File: src/rtl/hram_arb_pkg.sv
// Shared definitions for the HyperRAM data-port arbiter: FSM states, Wishbone
// cycle-type codes and a constant-safe ceil(log2) helper.
package hram_arb_pkg;

    typedef enum logic [1:0] {
        ST_IDLE  = 2'd0,
        ST_OWN   = 2'd1,
        ST_ABORT = 2'd2
    } state_t;

    localparam logic [2:0] CTI_CLASSIC = 3'b000;
    localparam logic [2:0] CTI_INCR    = 3'b010;
    localparam logic [2:0] CTI_END     = 3'b111;

    // Never returns less than 1 so that derived vectors always have a bit.
    function automatic int clog2(input int value);
        int r;
        r = 0;
        while ((1 << r) < value) r++;
        return (r < 1) ? 1 : r;
    endfunction

endpackage

File: src/rtl/wb_hram_arbiter_rr_pick.sv
// Combinational round-robin picker: first requester found searching upward
// from last+1, wrapping modulo NUM_M (which need not be a power of two).
module rr_pick
    import hram_arb_pkg::*;
#(
    parameter int NUM_M = 3,
    parameter int PW    = clog2(NUM_M)
) (
    input  logic [NUM_M-1:0] req,
    input  logic [PW-1:0]    last,
    output logic [NUM_M-1:0] win,
    output logic [PW-1:0]    idx,
    output logic             any
);

    logic [PW-1:0] cand;
    logic          found;

    always_comb begin
        win   = '0;
        idx   = '0;
        found = 1'b0;
        cand  = '0;
        for (int k = 1; k <= NUM_M; k++) begin
            cand = PW'((int'(last) + k) % NUM_M);
            if (!found && req[cand]) begin
                found     = 1'b1;
                win[cand] = 1'b1;
                idx       = cand;
            end
        end
    end

    assign any = |req;

endmodule

File: src/rtl/wb_hram_arbiter.sv
// Round-robin Wishbone arbiter sharing the HyperRAM data port between masters;
// a grant is held for the owner's whole cyc, with a no-ack watchdog abort.
module wb_hram_arbiter
    import hram_arb_pkg::*;
#(
    parameter int NUM_M   = 3,
    parameter int AW      = 32,
    parameter int DW      = 32,
    parameter int TIMEOUT = 1023
) (
    input  logic                    wb_clk_i,
    input  logic                    wb_rst_i,
    input  logic [NUM_M-1:0]        m_cyc_i,
    input  logic [NUM_M-1:0]        m_stb_i,
    input  logic [NUM_M-1:0]        m_we_i,
    input  logic [NUM_M*AW-1:0]     m_adr_i,
    input  logic [NUM_M*DW-1:0]     m_dat_i,
    input  logic [NUM_M*(DW/8)-1:0] m_sel_i,
    input  logic [NUM_M*3-1:0]      m_cti_i,
    output logic [DW-1:0]           m_dat_o,
    output logic [NUM_M-1:0]        m_ack_o,
    output logic [NUM_M-1:0]        m_err_o,
    output logic                    s_cyc_o,
    output logic                    s_stb_o,
    output logic                    s_we_o,
    output logic [AW-1:0]           s_adr_o,
    output logic [DW-1:0]           s_dat_o,
    output logic [DW/8-1:0]         s_sel_o,
    output logic [2:0]              s_cti_o,
    input  logic [DW-1:0]           s_dat_i,
    input  logic                    s_ack_i,
    output logic [NUM_M-1:0]        grant_o,
    output logic                    timeout_o
);

    localparam int PW = clog2(NUM_M);
    localparam int WW = clog2(TIMEOUT + 1);
    localparam int SW = DW / 8;

    state_t           state, state_nxt;
    logic [NUM_M-1:0] grant_nxt;
    logic [PW-1:0]    gidx, gidx_nxt;
    logic [PW-1:0]    last, last_nxt;
    logic [WW-1:0]    wdog, wdog_nxt;
    logic             timeout_nxt;

    logic [NUM_M-1:0] win;
    logic [PW-1:0]    win_idx;
    logic             any_req;

    logic [AW-1:0]    adr_arr [NUM_M];
    logic [DW-1:0]    dat_arr [NUM_M];
    logic [SW-1:0]    sel_arr [NUM_M];
    logic [2:0]       cti_arr [NUM_M];

    logic             live;
    logic             stall;

    for (genvar i = 0; i < NUM_M; i++) begin : g_unpack
        assign adr_arr[i] = m_adr_i[i*AW +: AW];
        assign dat_arr[i] = m_dat_i[i*DW +: DW];
        assign sel_arr[i] = m_sel_i[i*SW +: SW];
        assign cti_arr[i] = m_cti_i[i*3 +: 3];
    end

    rr_pick #(
        .NUM_M (NUM_M),
        .PW    (PW)
    ) u_pick (
        .req  (m_cyc_i),
        .last (last),
        .win  (win),
        .idx  (win_idx),
        .any  (any_req)
    );

    // Everything towards the slave gates on the owner's live cyc, so a master
    // that drops cyc right as it is granted never produces a strobe or an ack.
    assign live  = (state == ST_OWN) && m_cyc_i[gidx];
    assign stall = s_stb_o && !s_ack_i;

    always_comb begin
        s_cyc_o = 1'b0;
        s_stb_o = 1'b0;
        s_we_o  = 1'b0;
        s_adr_o = '0;
        s_dat_o = '0;
        s_sel_o = '0;
        s_cti_o = '0;
        m_ack_o = '0;
        m_err_o = '0;
        m_dat_o = s_dat_i;
        if (live) begin
            s_cyc_o       = 1'b1;
            s_stb_o       = m_stb_i[gidx];
            s_we_o        = m_we_i[gidx];
            s_adr_o       = adr_arr[gidx];
            s_dat_o       = dat_arr[gidx];
            s_sel_o       = sel_arr[gidx];
            s_cti_o       = cti_arr[gidx];
            m_ack_o[gidx] = s_ack_i;
        end
        if (state == ST_ABORT) begin
            m_err_o[gidx] = 1'b1;
        end
    end

    always_comb begin
        state_nxt   = state;
        grant_nxt   = grant_o;
        gidx_nxt    = gidx;
        last_nxt    = last;
        wdog_nxt    = '0;
        timeout_nxt = timeout_o;
        case (state)
            ST_IDLE: begin
                if (any_req) begin
                    grant_nxt = win;
                    gidx_nxt  = win_idx;
                    last_nxt  = win_idx;
                    state_nxt = ST_OWN;
                end
            end
            ST_OWN: begin
                if (!m_cyc_i[gidx]) begin
                    grant_nxt = '0;
                    state_nxt = ST_IDLE;
                end else if (stall && TIMEOUT != 0) begin
                    if (wdog == WW'(TIMEOUT - 1)) begin
                        state_nxt = ST_ABORT;
                    end else begin
                        wdog_nxt = wdog + 1'b1;
                    end
                end
            end
            ST_ABORT: begin
                timeout_nxt = 1'b1;
                grant_nxt   = '0;
                state_nxt   = ST_IDLE;
            end
            default: begin
                grant_nxt = '0;
                state_nxt = ST_IDLE;
            end
        endcase
    end

    // Reset leaves last at NUM_M-1 so master 0 wins the first arbitration.
    always_ff @(posedge wb_clk_i or posedge wb_rst_i) begin
        if (wb_rst_i) begin
            state     <= ST_IDLE;
            grant_o   <= '0;
            gidx      <= '0;
            last      <= PW'(NUM_M - 1);
            wdog      <= '0;
            timeout_o <= 1'b0;
        end else begin
            state     <= state_nxt;
            grant_o   <= grant_nxt;
            gidx      <= gidx_nxt;
            last      <= last_nxt;
            wdog      <= wdog_nxt;
            timeout_o <= timeout_nxt;
        end
    end

endmodule

File: config.mk
export PLATFORM = sky130hd
export DESIGN_NAME = wb_hram_arbiter
export DESIGN_NICKNAME = d
export VERILOG_FILES = /design/src/rtl/hram_arb_pkg.sv /design/src/rtl/wb_hram_arbiter_rr_pick.sv /design/src/rtl/wb_hram_arbiter.sv
export SDC_FILE = /design/constraint.sdc
export NUM_CORES = 1
export LEC_CHECK = 0
export CAP_MARGIN = 20
export CORE_AREA = 8 8 137 139
export CTS_BUF_LIST = sky130_fd_sc_hd__clkbuf_16
export DETAILED_ROUTE_END_ITERATION = 6
export DIE_AREA = 0 0 145 147
export GPL_ROUTABILITY_DRIVEN = 0
export HOLD_SLACK_MARGIN = 0.1
export PLACE_DENSITY = 0.59
export SYNTH_ARGS = -nofsm -noshare
export SYNTH_HDL_FRONTEND = slang
export SYNTH_HIERARCHICAL = 1
export SYNTH_SLANG_ARGS = --single-unit
export TNS_END_PERCENT = 1
File: constraint.sdc
create_clock -name wb_clk_i -period 5 [get_ports wb_clk_i]
set_input_delay 0.5 -clock wb_clk_i [delete_from_list [all_inputs] [get_ports wb_clk_i]]
set_output_delay 0.5 -clock wb_clk_i [all_outputs]
set_load 0.03 [all_outputs]
-- Word-level counts from Yosys, hierarchy flattened
Index checks and enable logic that the tools add are counted.
- RAM bits: 0
- latch bits: 0
- ROM bits: 0
- memories kept: 0
- flip-flop bits (word level): 20
- output and inout bits: 116
- input port bits: 257
- logic and storage cells: 110
- shifts and indexed selects: 0
- reductions and logical operators: 16
- muxes and demuxes: 61
- bitwise gates (word level): 4
- order comparisons: 9
- $mul: 0
- add/subtract/negate cells: 4
- eq/ne operators: 7
- div/mod/pow operators: 3
- operators with widths (cell ; count):
    2-to-1 mux 32 bit ; 6
    binary-select mux 32 bit (select 2 bit) ; 2
    remainder unit 32 x 3 -> 32 bit (second input constant) ; 3
    2-to-1 mux 10 bit ; 4
    2-to-1 mux 3 bit ; 10
    2-to-1 mux 1 bit ; 15
    2-to-1 mux 2 bit ; 7
    binary-select mux 1 bit (select 2 bit) ; 6
    < comparator 2 x 3 -> 1 bit (second input constant) ; 4
    2-to-1 mux 4 bit ; 3
    adder 10 x 1 -> 10 bit (second input constant) ; 1
    equality test 10 bit (second input constant) ; 1
    binary-select mux 4 bit (select 2 bit) ; 1
    demux 1 bit (select 2 bit) ; 4
    greater-or-equal comparator 2 x 1 -> 1 bit (second input constant) ; 4
    logical AND 1 bit ; 8
    adder 2 x 2 -> 3 bit (second input constant) ; 2
    binary-select mux 3 bit (select 2 bit) ; 1
    bitwise OR 3 bit ; 2
    case mux 3 bit (2 select lines) ; 1
    != test 2 bit (second input constant) ; 2
    case mux 2 bit (2 select lines) ; 1
    AND reduction 2 bit ; 2
    adder 2 x 1 -> 3 bit (second input constant) ; 1
    11 further kinds ; 13

-- Depth between registers and ports, before layout
Gate-level depths: netlist of run 1.
- depth in word-level cells: 13
- gate-level depth with buffers: 8
- gate-level depth less buffers: 8

-- Cells and area by module
The synthesis of run 1 kept the hierarchy.
- by module, submodules not included (module ; cells each ; times used ; area each (µm²)):
    wb_hram_arbiter ; 446 ; 1 ; 3059.2
    rr_pick ; 36 ; 1 ; 286.5

-- Worst setup path before layout of run 1
Ideal clock, no wire load.
- path type: register to output
- start: register gidx[0]
- end: output m_ack_o[0]
- data arrival time: 1.796 ns
- setup slack: 2.704 ns
- stages on the path, launching flop included: 7
- cells stage by stage: dfrtp_1 > buf_4 > nand2b_1 > a21oi_2 > nand2_2 > buf_6 > nor4b_2
- word-level cells in the longest chain between the ends: 6
- elaborated cells on any way between the ends: 10
- ends and longest elaborated chain (item ; line ; text):
    from (decl) ; wb_hram_arbiter.sv:42 ; logic [PW-1:0] gidx, gidx_nxt;
    from (signal assigned) ; wb_hram_arbiter.sv:160 ; gidx <= gidx_nxt;
    < comparator 2 x 3 -> 1 bit (not written as such) or greater-or-equal comparator 2 x 1 -> 1 bit (tied branches) ; wb_hram_arbiter.sv:101 ; m_ack_o[gidx] = s_ack_i;
    logical AND 1 bit (not written as such) ; wb_hram_arbiter.sv:101 ;
    2-to-1 mux 1 bit (not written as such) ; wb_hram_arbiter.sv:101 ;
    demux 1 bit (select 2 bit) ; wb_hram_arbiter.sv:101 ;
    bitwise AND 3 bit (no line) ; n/a ;
    2-to-1 mux 3 bit * ; wb_hram_arbiter.sv:93 ; if (live) begin
    to (decl) ; wb_hram_arbiter.sv:21 ; output logic [NUM_M-1:0] m_ack_o,
Every way passes the cells marked *; elsewhere a longest branch is shown, timed or not. The select of a mux whose other input is x is not followed.

-- Worst setup path in the final report of run 1
- start: input m_cyc_i[0]
- end: output s_adr_o[8]
- word-level cells in the longest chain between the ends: 4
- ends and longest elaborated chain (item ; line ; text):
    from (decl) ; wb_hram_arbiter.sv:13 ; input logic [NUM_M-1:0] m_cyc_i,
    binary-select mux 1 bit (select 2 bit) ; wb_hram_arbiter.sv:79 ; assign live = (state == ST_OWN) && m_cyc_i[gidx];
    2-to-1 mux 1 bit (not written as such) ; wb_hram_arbiter.sv:79 ;
    logical AND 1 bit ; wb_hram_arbiter.sv:79 ;
    2-to-1 mux 32 bit ; wb_hram_arbiter.sv:93 ;
    to (decl) ; wb_hram_arbiter.sv:26 ; output logic [AW-1:0] s_adr_o,
No other way between the ends. The select of a mux whose other input is x is not followed.

==> summary.md, run 1 <==
| Metric | Value |
|---|---|
| Result of the run | `finished clean` |
| Startpoint Class | `input pin` |
| Kind of cell adding the most delay to the critical path | `buffers and inverters` |
| Transition time of the tightest slew-check pin | `0.826 ns` |
| I/O pin cnt | `roughly 370` |
| Number of enable flip-flop cells after synthesis | `0` |
| Top flip-flop cell by instance count after synthesis | `dfrtp_1` |
| Class of the worst hold path | `register to register` |
| Hold-fix buffers at CTS | `0` |
| H-tree depth | `1` |
| Total GRT Usage | `0.144` |
| Unrepaired setup endpoints after global routing | `no` |
| Number of distinct library cells after synthesis | `50` |
| CP max-delay cell | `clkdlybuf4s50_1` |
| Vertical extent of the die | `147 microns` |
| Longest Clk Path Bufs | `2` |
| Synthesized instance count | `around 480` |
| Sum of overflow across all layers after global routing | `0` |
| Period Utilization, post-route | `0.769` |
| Initial detailed-routing violation count | `between 100 and 150` |
| Max-capacitance violation count | `0` |
| Commonest non-fill, non-tap cell in the layout | `clkdlybuf4s50_1` |
| Clk slew on worst S/H paths | `around 0.06 ns` |
| Post-detailed-route wirelength per cell | `around 17 microns` |
| First-pass GRT wire length | `between 20000 and 25000 microns` |
| Starting utilization of the core area | `0.200` |
| Vias in the first global route | `roughly 4300` |
| Cell Rows | `48` |
| Worst-Skew Late Latency | `0.26 ns` |
| Setup bufs post-CTS | `0` |
| Minimum clock period after layout | `3.85 ns` |
| Clock tree from TritonCTS | `built` |
| Number of nets produced by synthesis | `roughly 750` |
| Final Hold Vio Count | `0` |
| Inserted Clock Buffers | `3` |
| Pin count of the biggest net entering global routing | `50` |
| Number of detailed-routing iterations run before antenna repair | `4` |
| Largest fanout on the critical path | `42` |
| Endpoint arrival time on the critical path | `approximately 3.4 ns` |
| Detailed-placement wirelength estimate | `between 10000 and 15000 microns` |
| Vias per inst | `4.34` |
| Fmax | `260 MHz` |
| Post-cts resize count | `0` |
| Endpoint type of the worst setup path | `output pin` |
| Clk root buf | `clkbuf_16` |
| Peak VDD IR | `about 270 uV` |
| Residual DRC | `0` |
| Final-layout setup total negative slack | `0 ns` |
| Share of async-settable or async-resettable flops after synthesis | `1.00` |
| Total vias in the final route | `~4200` |
| Layout Skew | `0.00197 ns` |
| Antenna diodes | `0` |
| Number of nets with antenna violations after routing | `0` |
| Number of clock sinks | `19` |
| Number of max-slew violations in the final report | `0` |
| Required arrival time at the worst endpoint | `4.50 ns` |
| Number of antenna violations at the first check in global routing | `0` |
| Final Setup Violations | `0` |
| Number of nets at the end of the flow | `997` |
| #FFs+latches synth | `19` |
| Slowest Stage Delay on Critical Path | `around 0.61 ns` |
| Routed wire length | `16500 microns` |
| Ratio of cells with drive above 1 in the final layout | `0.0518` |
| Horizontal die dimension | `145 microns` |
| Lkg Pwr | `roughly 0.0025 uW` |
| Crit-path most repeated cell | `clkdlybuf4s50_1` |
| Worst path cell trace | `clkdlybuf4s50_1 > nor2b_1 > a211o_1 > nand2_2 > buf_4 > nor2_1 > clkdlybuf4s50_1` |
| Power per Cell Area | `between 400 and 500 nW/um^2` |
| Count of yosys warnings during synthesis | `6` |
| Most frequent cells in the layout | `308 x clkdlybuf4s50_1, 148 x nor2_1, 76 x mux2i_1` |
| Worst rel slew slack | `0.449` |
| Layout overhead on the synthesized area | `92.6%` |
| Core region area | `between 15000 and 20000 sq um` |
| Post-synthesis sequential area ratio | `0.142` |
| Die outline area | `approximately 21000 sq um` |
| Post-placement worst setup slack | `around 1.1 ns` |
| Average instance area after synthesis | `around 6.9 sq um` |
| Worst setup path class | `input pin to output pin` |
| Worst-case setup margin in the final layout | `~1.2 ns` |
| Post-synthesis instance area | `3350 sq um` |
| Buffers and inverters on the worst path | `3` |
| Port Buffers | `between 300 and 400` |
-- cells by family after synthesis --
| family | after synthesis | share of synthesized area |
|---|---|---|
| flops | 19 | 0.142 |
| fa+ha+maj | 6 | 0.0224 |
| buf+inv | 74 | 0.133 |
| compound gates | 92 | 0.159 |
| simple gates | 202 | 0.278 |
| xor+xnor | 8 | 0.0209 |
| mux | 81 | 0.244 |
-- flip-flops by register name, indices dropped and copies added, names as in the netlist --
| signal | count |
|---|---|
| wdog | 10 |
| grant_o | 3 |
| gidx | 2 |
| state | 2 |
| last | 1 |
| timeout_o | 1 |
-- worst register-to-register path, stage by stage, from the launching register on --
cell and delay [ns]:
dfrtp_4 0.80, buf_4 0.74, inv_1 0.16, ha_1 0.44, mux2i_1 0.31, o21ai_4 0.11
o21ai_1 0.14, a21oi_1 0.08, mux2_2 0.26, a22o_1 0.17
-- cell usage after synthesis, types with 2 or more instances --
library cell | count | area [sq um]
nor2_1 | 148 | 556
mux2i_1 | 76 | 761
a21oi_1 | 74 | 370
buf_4 | 37 | 278
dfrtp_1 | 18 | 450
buf_2 | 17 | 85.1
clkbuf_1 | 10 | 37.5
nor3_2 | 10 | 100
nand2_1 | 9 | 33.8
ha_1 | 6 | 75.1
inv_1 | 6 | 22.5
nand2b_1 | 6 | 37.5
xor2_1 | 6 | 52.6
mux2_2 | 5 | 56.3
nand3_1 | 5 | 25.0
a22o_1 | 3 | 26.3
and4_1 | 3 | 26.3
nor3_1 | 3 | 15.0
buf_1 | 2 | 7.51
nand3b_1 | 2 | 15.0
nand4_1 | 2 | 12.5
nor2b_1 | 2 | 12.5
nor3b_1 | 2 | 15.0
o21ai_0 | 2 | 10.0
o22ai_1 | 2 | 12.5
xnor2_1 | 2 | 17.5
-- power breakdown --
part           total [uW]  internal (uW)  switching, uW
sequential            295            182            112
clock                 173            108           64.8
combinational        2360           1010           1350
total                2830           1300           1520
-- metrics by stage --
| step | instances | hold WS [ns] | util | power, uW | area [sq um] |
|---|---|---|---|---|---|
| 4_1_cts | 958 | 0.486 | 0.385 | 2870 | 6440 |
| 2_1_floorplan | 482 | 0.450 | - | 1840 | 3350 |
| 5_1_grt | 958 | 0.514 | 0.385 | 3030 | 6440 |
| 3_5_place_dp | 954 | 0.473 | 0.380 | 2700 | 6360 |
| 6_report | 958 | 0.483 | 0.385 | 2830 | 6440 |
| 3_3_place_gp | 954 | 0.471 | 0.380 | 2690 | 6360 |
-- path summary, 6_finish.rpt --
path                            start         end  slack (ns)  cells after the start
max in group asynchronous    wb_rst_i     gidx[0]        3.80                      2
min in group asynchronous    wb_rst_i     wdog[7]        0.67                      2
max                        m_cyc_i[0]  s_adr_o[8]        1.15                      7
min                           last[1]     last[1]        0.48                      2
max reg2reg                   gidx[0]  grant_o[0]        1.68                      9
min reg2reg                   last[1]     last[1]        0.48                      2
-- cell type report --
class | instances | area [sq um]
tap | 225 | 282
timing repair buffer | 314 | 3140
clock inverter | 1 | 7.51
clock buffer | 3 | 75.1
fill | 1726 | 10300
sequential | 19 | 482
inverter | 7 | 26.3
multi-input combinational | 389 | 2430
-- per-layer routing --
layer / GRT usage / vias up / routed length [microns]
li1: - / 2106 / -
met3: 0.0428 / 19 / 1280
met1: 0.169 / 1847 / 6750
met2: 0.255 / 181 / 8220
met5: 0 / - / 0
met4: 0.0268 / 0 / 217
No activity file was read; power rests on OpenSTA's default activity.
==> inputs of run 2 (changes only) <==
Settings changed: PLACE_DENSITY 0.59 to 0.62.
Clock period 5 ns to 3.3 ns, I/O delays scaled along.
==> summary.md, run 2 (synthesis results as in run 1) <==
| Metric | Value |
|---|---|
| Vias in the first global route | `4354` |
| Ratio of cells with drive above 1 in the final layout | `0.108` |
| Start point of the worst min-delay path | `last[1]` |
| Number of nets with antenna violations after routing | `0` |
| Endpoint type of the worst setup path | `output pin` |
| Critical path depth | `6` |
| Setup bufs post-CTS | `0` |
| Number of antenna violations at the first check in global routing | `0` |
| Number of nets at the end of the flow | `approximately 1000` |
| Hold-fix buffers at CTS | `0` |
| Worst-Skew Late Latency | `0.25 ns` |
| Worst setup path class | `register to output pin` |
| Post-placement worst setup slack | `between 0.3 and 0.4 ns` |
| Horizontal die dimension | `between 100 and 150 microns` |
| Startpoint Class | `register` |
| Post-placement cell count | `between 900 and 1000` |
| Layout overhead on the synthesized area | `94.7%` |
| Routed wire length | `roughly 17000 microns` |
| Clk slew on worst S/H paths | `~0.060 ns` |
| End of the worst register-to-register path | `grant_o[0]` |
| Final Setup Violations | `0` |
| Largest fanout on the critical path | `33` |
| Pin count of the biggest net entering global routing | `between 50 and 60` |
| Residual DRC | `0` |
| Max-capacitance violation count | `0` |
| Fmax | `roughly 340 MHz` |
| Number of detailed-routing iterations run before antenna repair | `4` |
| Worst rel slew slack | `0.501` |
| Inserted Clock Buffers | `3` |
| Number of max-slew violations in the final report | `0` |
| Vias per inst | `between 4 and 5` |
| Setup slack of the worst register-to-register path | `roughly 0.94 ns` |
| Number of clock sinks | `19` |
| Antenna diodes | `0` |
| Lkg Pwr | `0.00260 uW` |
| Post-route worst hold slack | `0.480 ns` |
| Final Hold Vio Count | `0` |
| Register with the most flip-flops | `wdog` |
| Commonest non-fill, non-tap cell in the layout | `clkdlybuf4s50_1` |
| CP max-delay cell | `clkdlybuf4s50_1` |
| Total GRT Usage | `0.154` |
| Peak VDD IR | `~400 uV` |
| Final-layout setup total negative slack | `0 ns` |
| Clock tree from TritonCTS | `built` |
| Detailed-placement wirelength estimate | `between 10000 and 15000 microns` |
| Buffers and inverters on the worst path | `2` |
| Vertical extent of the die | `147 microns` |
| Longest Clk Path Bufs | `2` |
| Port Buffers | `around 300` |
| Registers with the most flip-flops | `wdog: 10 flops, grant_o: 3 flops` |
| Power per Cell Area | `just under 700 nW/um^2` |
| Utilization after layout | `0.389` |
| Die outline area | `approximately 21000 sq um` |
| Class of the worst hold path | `register to register` |
| Worst min-delay path endpoint | `last[1]` |
| Core region area | `between 15000 and 20000 sq um` |
| Finished Layout Cells | `just under 1000` |
| Layout Skew | `between 0.001 and 0.0015 ns` |
| Total vias in the final route | `4214` |
| Starting utilization of the core area | `0.200` |
| H-tree depth | `1` |
| Period Utilization, post-route | `0.899` |
| Max reg flops | `10` |
| Worst-case setup margin in the final layout | `approximately 0.33 ns` |
| First-pass GRT wire length | `26500 microns` |
| Endpoint arrival time on the critical path | `about 2.6 ns` |
| Clk root buf | `clkbuf_16` |
| Unrepaired setup endpoints after global routing | `no` |
| Slowest Stage Delay on Critical Path | `slightly below 0.7 ns` |
| Startpoint of the most critical register-to-register path | `gidx[0]` |
| I/O pin cnt | `373` |
| Result of the run | `finished clean` |
| Cell Rows | `48` |
| Worst path cell trace | `nand2b_1 > a21oi_2 > nand2_2 > buf_12 > nor2_1 > clkdlybuf4s50_1` |
| Kind of cell adding the most delay to the critical path | `buffers and inverters` |
| Post-detailed-route wirelength per cell | `approximately 18 microns` |
| Required arrival time at the worst endpoint | `just under 3 ns` |
| Transition time of the tightest slew-check pin | `between 0.7 and 0.8 ns` |
| Number of cell instances on the worst register-to-register path | `8` |
| Worst hold path stage count | `2` |
| Minimum clock period after layout | `around 3.0 ns` |
| Sum of overflow across all layers after global routing | `0` |
| Initial detailed-routing violation count | `around 160` |
| Post-cts resize count | `0` |
| Most frequent cells in the layout | `271 x clkdlybuf4s50_1, 148 x nor2_1, 76 x mux2i_1` |
==> run 2: cell count changes in the layout (fill, tap and decap cells not counted) <==
cell and delta:
buf_12 +10, buf_4 +32, clkdlybuf4s50_1 -37
==> run 2: layout make-up <==
| class | count | area (sq um) |
|---|---|---|
| clock inverter | 1 | 7.51 |
| multi-input combinational | 389 | 2430 |
| fill | 1701 | 10200 |
| timing repair buffer | 319 | 3210 |
| sequential | 19 | 482 |
| inverter | 7 | 26.3 |
| tap | 225 | 282 |
| clock buffer | 3 | 75.1 |
==> run 2: worst max-delay path by stage <==
stage	startpoint	to	slack [ns]
2_1_floorplan	gidx[0]	m_ack_o[0]	1.17
3_3_place_gp	m_cyc_i[0]	m_ack_o[1]	0.43
3_5_place_dp	m_cyc_i[2]	s_sel_o[2]	0.38
4_1_cts	gidx[0]	s_sel_o[2]	0.31
5_1_grt	gidx[0]	s_adr_o[4]	0.16
6_report	gidx[0]	s_dat_o[1]	0.33
==> run 2: where the power goes <==
part           switching (uW)  total (uW)  internal, uW
Combinational            2190        3810          1620
Sequential               83.2         362           279
Clock                    94.4         258           164
Total                    2370        4430          2060
==> run 2: routing by layer <==
layer	vias up	part of all wire	global-route usage	wire length [microns]
met5	-	0	0	0
met4	0	0.011	0.0242	183
met3	14	0.087	0.0544	1510
met2	186	0.50	0.269	8640
met1	1888	0.40	0.180	6990
li1	2126	-	-	-
==> run 2: through the flow <==
step	area [sq um]	power, uW
floorplan	3350	2790
global placement	6430	4230
detailed placement	6430	4240
CTS	6510	4500
global route	6510	4760
finish	6510	4430
==> run 2: worst register-to-register path, delay by kind of cell, from the launching register on <==
kind,cells,cell delay [ns]
adders and majority gates,1,0.41
buffers and inverters,1,0.12
muxes,2,0.56
AOI/OAI and AO/OA,4,0.51
DFF,1,0.64
==> inputs of run 3 (changes only) <==
Settings changed: CTS_BUF_LIST sky130_fd_sc_hd__clkbuf_16 to sky130_fd_sc_hd__clkbuf_8.
==> summary.md, run 3 (synthesis results as in run 1) <==
| Metric | Value |
|---|---|
| Ratio of cells with drive above 1 in the final layout | `0.108` |
| Post-cts resize count | `0` |
| Combined area of the multi-input logic cells | `between 2000 and 2500 sq um` |
| Number of cell instances on the worst register-to-register path | `8` |
| Registers with the most flip-flops | `wdog: 10 flops, grant_o: 3 flops` |
| Cell Rows | `48` |
| Origin of the worst setup path | `gidx[0]` |
| Endpoint arrival time on the critical path | `around 2.6 ns` |
| Setup slack of the worst register-to-register path | `roughly 0.92 ns` |
| Transition time of the tightest slew-check pin | `0.753 ns` |
| Largest fanout on the critical path | `33` |
| Layout Skew | `roughly 0.00059 ns` |
| Worst min-delay path endpoint | `last[1]` |
| Clock tree from TritonCTS | `built` |
| Number of nets at the end of the flow | `~1000` |
| Worst hold path stage count | `2` |
| Result of the run | `finished clean` |
| Worst setup path class | `register to output pin` |
| Fmax | `between 300 and 400 MHz` |
| I/O pin cnt | `between 300 and 400` |
| Pin count of the biggest net entering global routing | `roughly 50` |
| Most frequent cells in the layout | `271 x clkdlybuf4s50_1, 148 x nor2_1, 76 x mux2i_1` |
| Fillcell total | `about 1700` |
| Total GRT Usage | `0.154` |
| Worst-Skew Late Latency | `around 0.26 ns` |
| Setup bufs post-CTS | `0` |
| Max-capacitance violation count | `0` |
| Peak VDD IR | `399 uV` |
| Inserted Clock Buffers | `3` |
| Core region area | `around 17000 sq um` |
| Minimum clock period after layout | `slightly below 3 ns` |
| Total cell area at the placement stage | `6430 sq um` |
| Number of detailed-routing iterations run before antenna repair | `4` |
| Vertical extent of the die | `around 150 microns` |
| Final Hold Vio Count | `0` |
| Startpoint Class | `register` |
| Post-detailed-route wirelength per cell | `between 15 and 20 microns` |
| Endpoint type of the worst setup path | `output pin` |
| Vias per inst | `4.36` |
| Layout overhead on the synthesized area | `93.7%` |
| Total vias in the final route | `4200` |
| Startpoint of the most critical register-to-register path | `gidx[0]` |
| Lkg Pwr | `between 0.002 and 0.003 uW` |
| Period Utilization, post-route | `0.901` |
| Longest Clk Path Bufs | `2` |
| Final-layout setup total negative slack | `0 ns` |
| Required arrival time at the worst endpoint | `a little under 3 ns` |
| Port Buffers | `a little over 300` |
| Residual DRC | `0` |
| Number of max-slew violations in the final report | `0` |
| Summed area of non-filler cells in the final layout | `between 6000 and 7000 sq um` |
| Register with the most flip-flops | `wdog` |
| Initial detailed-routing violation count | `168` |
| Vias in the first global route | `between 4000 and 5000` |
| H-tree depth | `1` |
| Starting utilization of the core area | `0.200` |
| End of the worst register-to-register path | `grant_o[0]` |
| Detailed-placement wirelength estimate | `14600 microns` |
| Die outline area | `between 20000 and 25000 sq um` |
| Hold-fix buffers at CTS | `0` |
| Antenna diodes | `0` |
| Power per Cell Area | `between 600 and 700 nW/um^2` |
| Utilization after layout | `0.387` |
| Max reg flops | `10` |
| Unrepaired setup endpoints after global routing | `no` |
| Sum of overflow across all layers after global routing | `0` |
| Horizontal die dimension | `~150 microns` |
| Number of clock sinks | `19` |
| First-pass GRT wire length | `between 20000 and 30000 microns` |
| Start point of the worst min-delay path | `last[1]` |
| Class of the worst hold path | `register to register` |
| Number of nets with antenna violations after routing | `0` |
| Worst rel slew slack | `0.498` |
| Number of antenna violations at the first check in global routing | `0` |
| Clk root buf | `clkbuf_8` |
| Total power consumption of the routed design | `approximately 4300 uW` |
| Clk slew on worst S/H paths | `approximately 0.080 ns` |
| Combined flip-flop and latch cell area | `482 sq um` |
| Final Setup Violations | `0` |
| Commonest non-fill, non-tap cell in the layout | `clkdlybuf4s50_1` |
| Routed wire length | `approximately 17000 microns` |
-- run 3: changes by cell type in the layout (fill, tap and decap cells not counted) --
cell       change
clkbuf_16      -3
clkbuf_8       +3
-- run 3: stage by stage --
step           std cells  hold WS (ns)  worst slack [ns]
5_1_grt              963         0.506             0.137
6_report             963         0.482             0.326
3_3_place_gp         959         0.451             0.432
2_1_floorplan        482         0.280              1.17
3_5_place_dp         959         0.459             0.380
4_1_cts              963         0.486             0.297
-- run 3: power by group --
| group | leakage [uW] | switching (uW) | internal (uW) |
|---|---|---|---|
| Sequential | 0.000252 | 82.6 | 278 |
| Combinational | 0.00231 | 2190 | 1620 |
| Clock | 0.0000217 | 83.0 | 85.1 |
| Total | 0.00258 | 2360 | 1980 |
-- run 3: how the worst max path moves through the flow --
stage                  to  cells after the start  slack (ns)
2_1_floorplan  m_ack_o[0]                      6        1.17
3_3_place_gp   m_ack_o[1]                      7        0.43
3_5_place_dp   s_sel_o[2]                      7        0.38
4_1_cts        s_sel_o[2]                      6        0.30
5_1_grt        s_adr_o[4]                      6        0.14
6_report       s_dat_o[1]                      6        0.33
-- run 3: area by class of cell --
cell class,instances,share of cell area
timing repair buffer,319,0.495
clock buffer,3,0.00637
clock inverter,1,0.00116
multi-input combinational,389,0.375
tap,225,0.0434
sequential,19,0.0743
inverter,7,0.00405
-- run 3: critical path: stages, from the launching register on --
cell and delay (ns):
dfrtp_4 0.63, nand2b_1 0.22, a21oi_2 0.21, nand2_2 0.23, buf_12 0.24, nor2_1 0.13
clkdlybuf4s50_1 0.68
-- run 3: routing by layer --
layer,global-route usage,share of wire,up-vias
met5,0,0,-
met4,0.0242,0.0098,0
li1,-,-,2123
met1,0.179,0.40,1883
met3,0.0535,0.088,12
met2,0.269,0.50,182
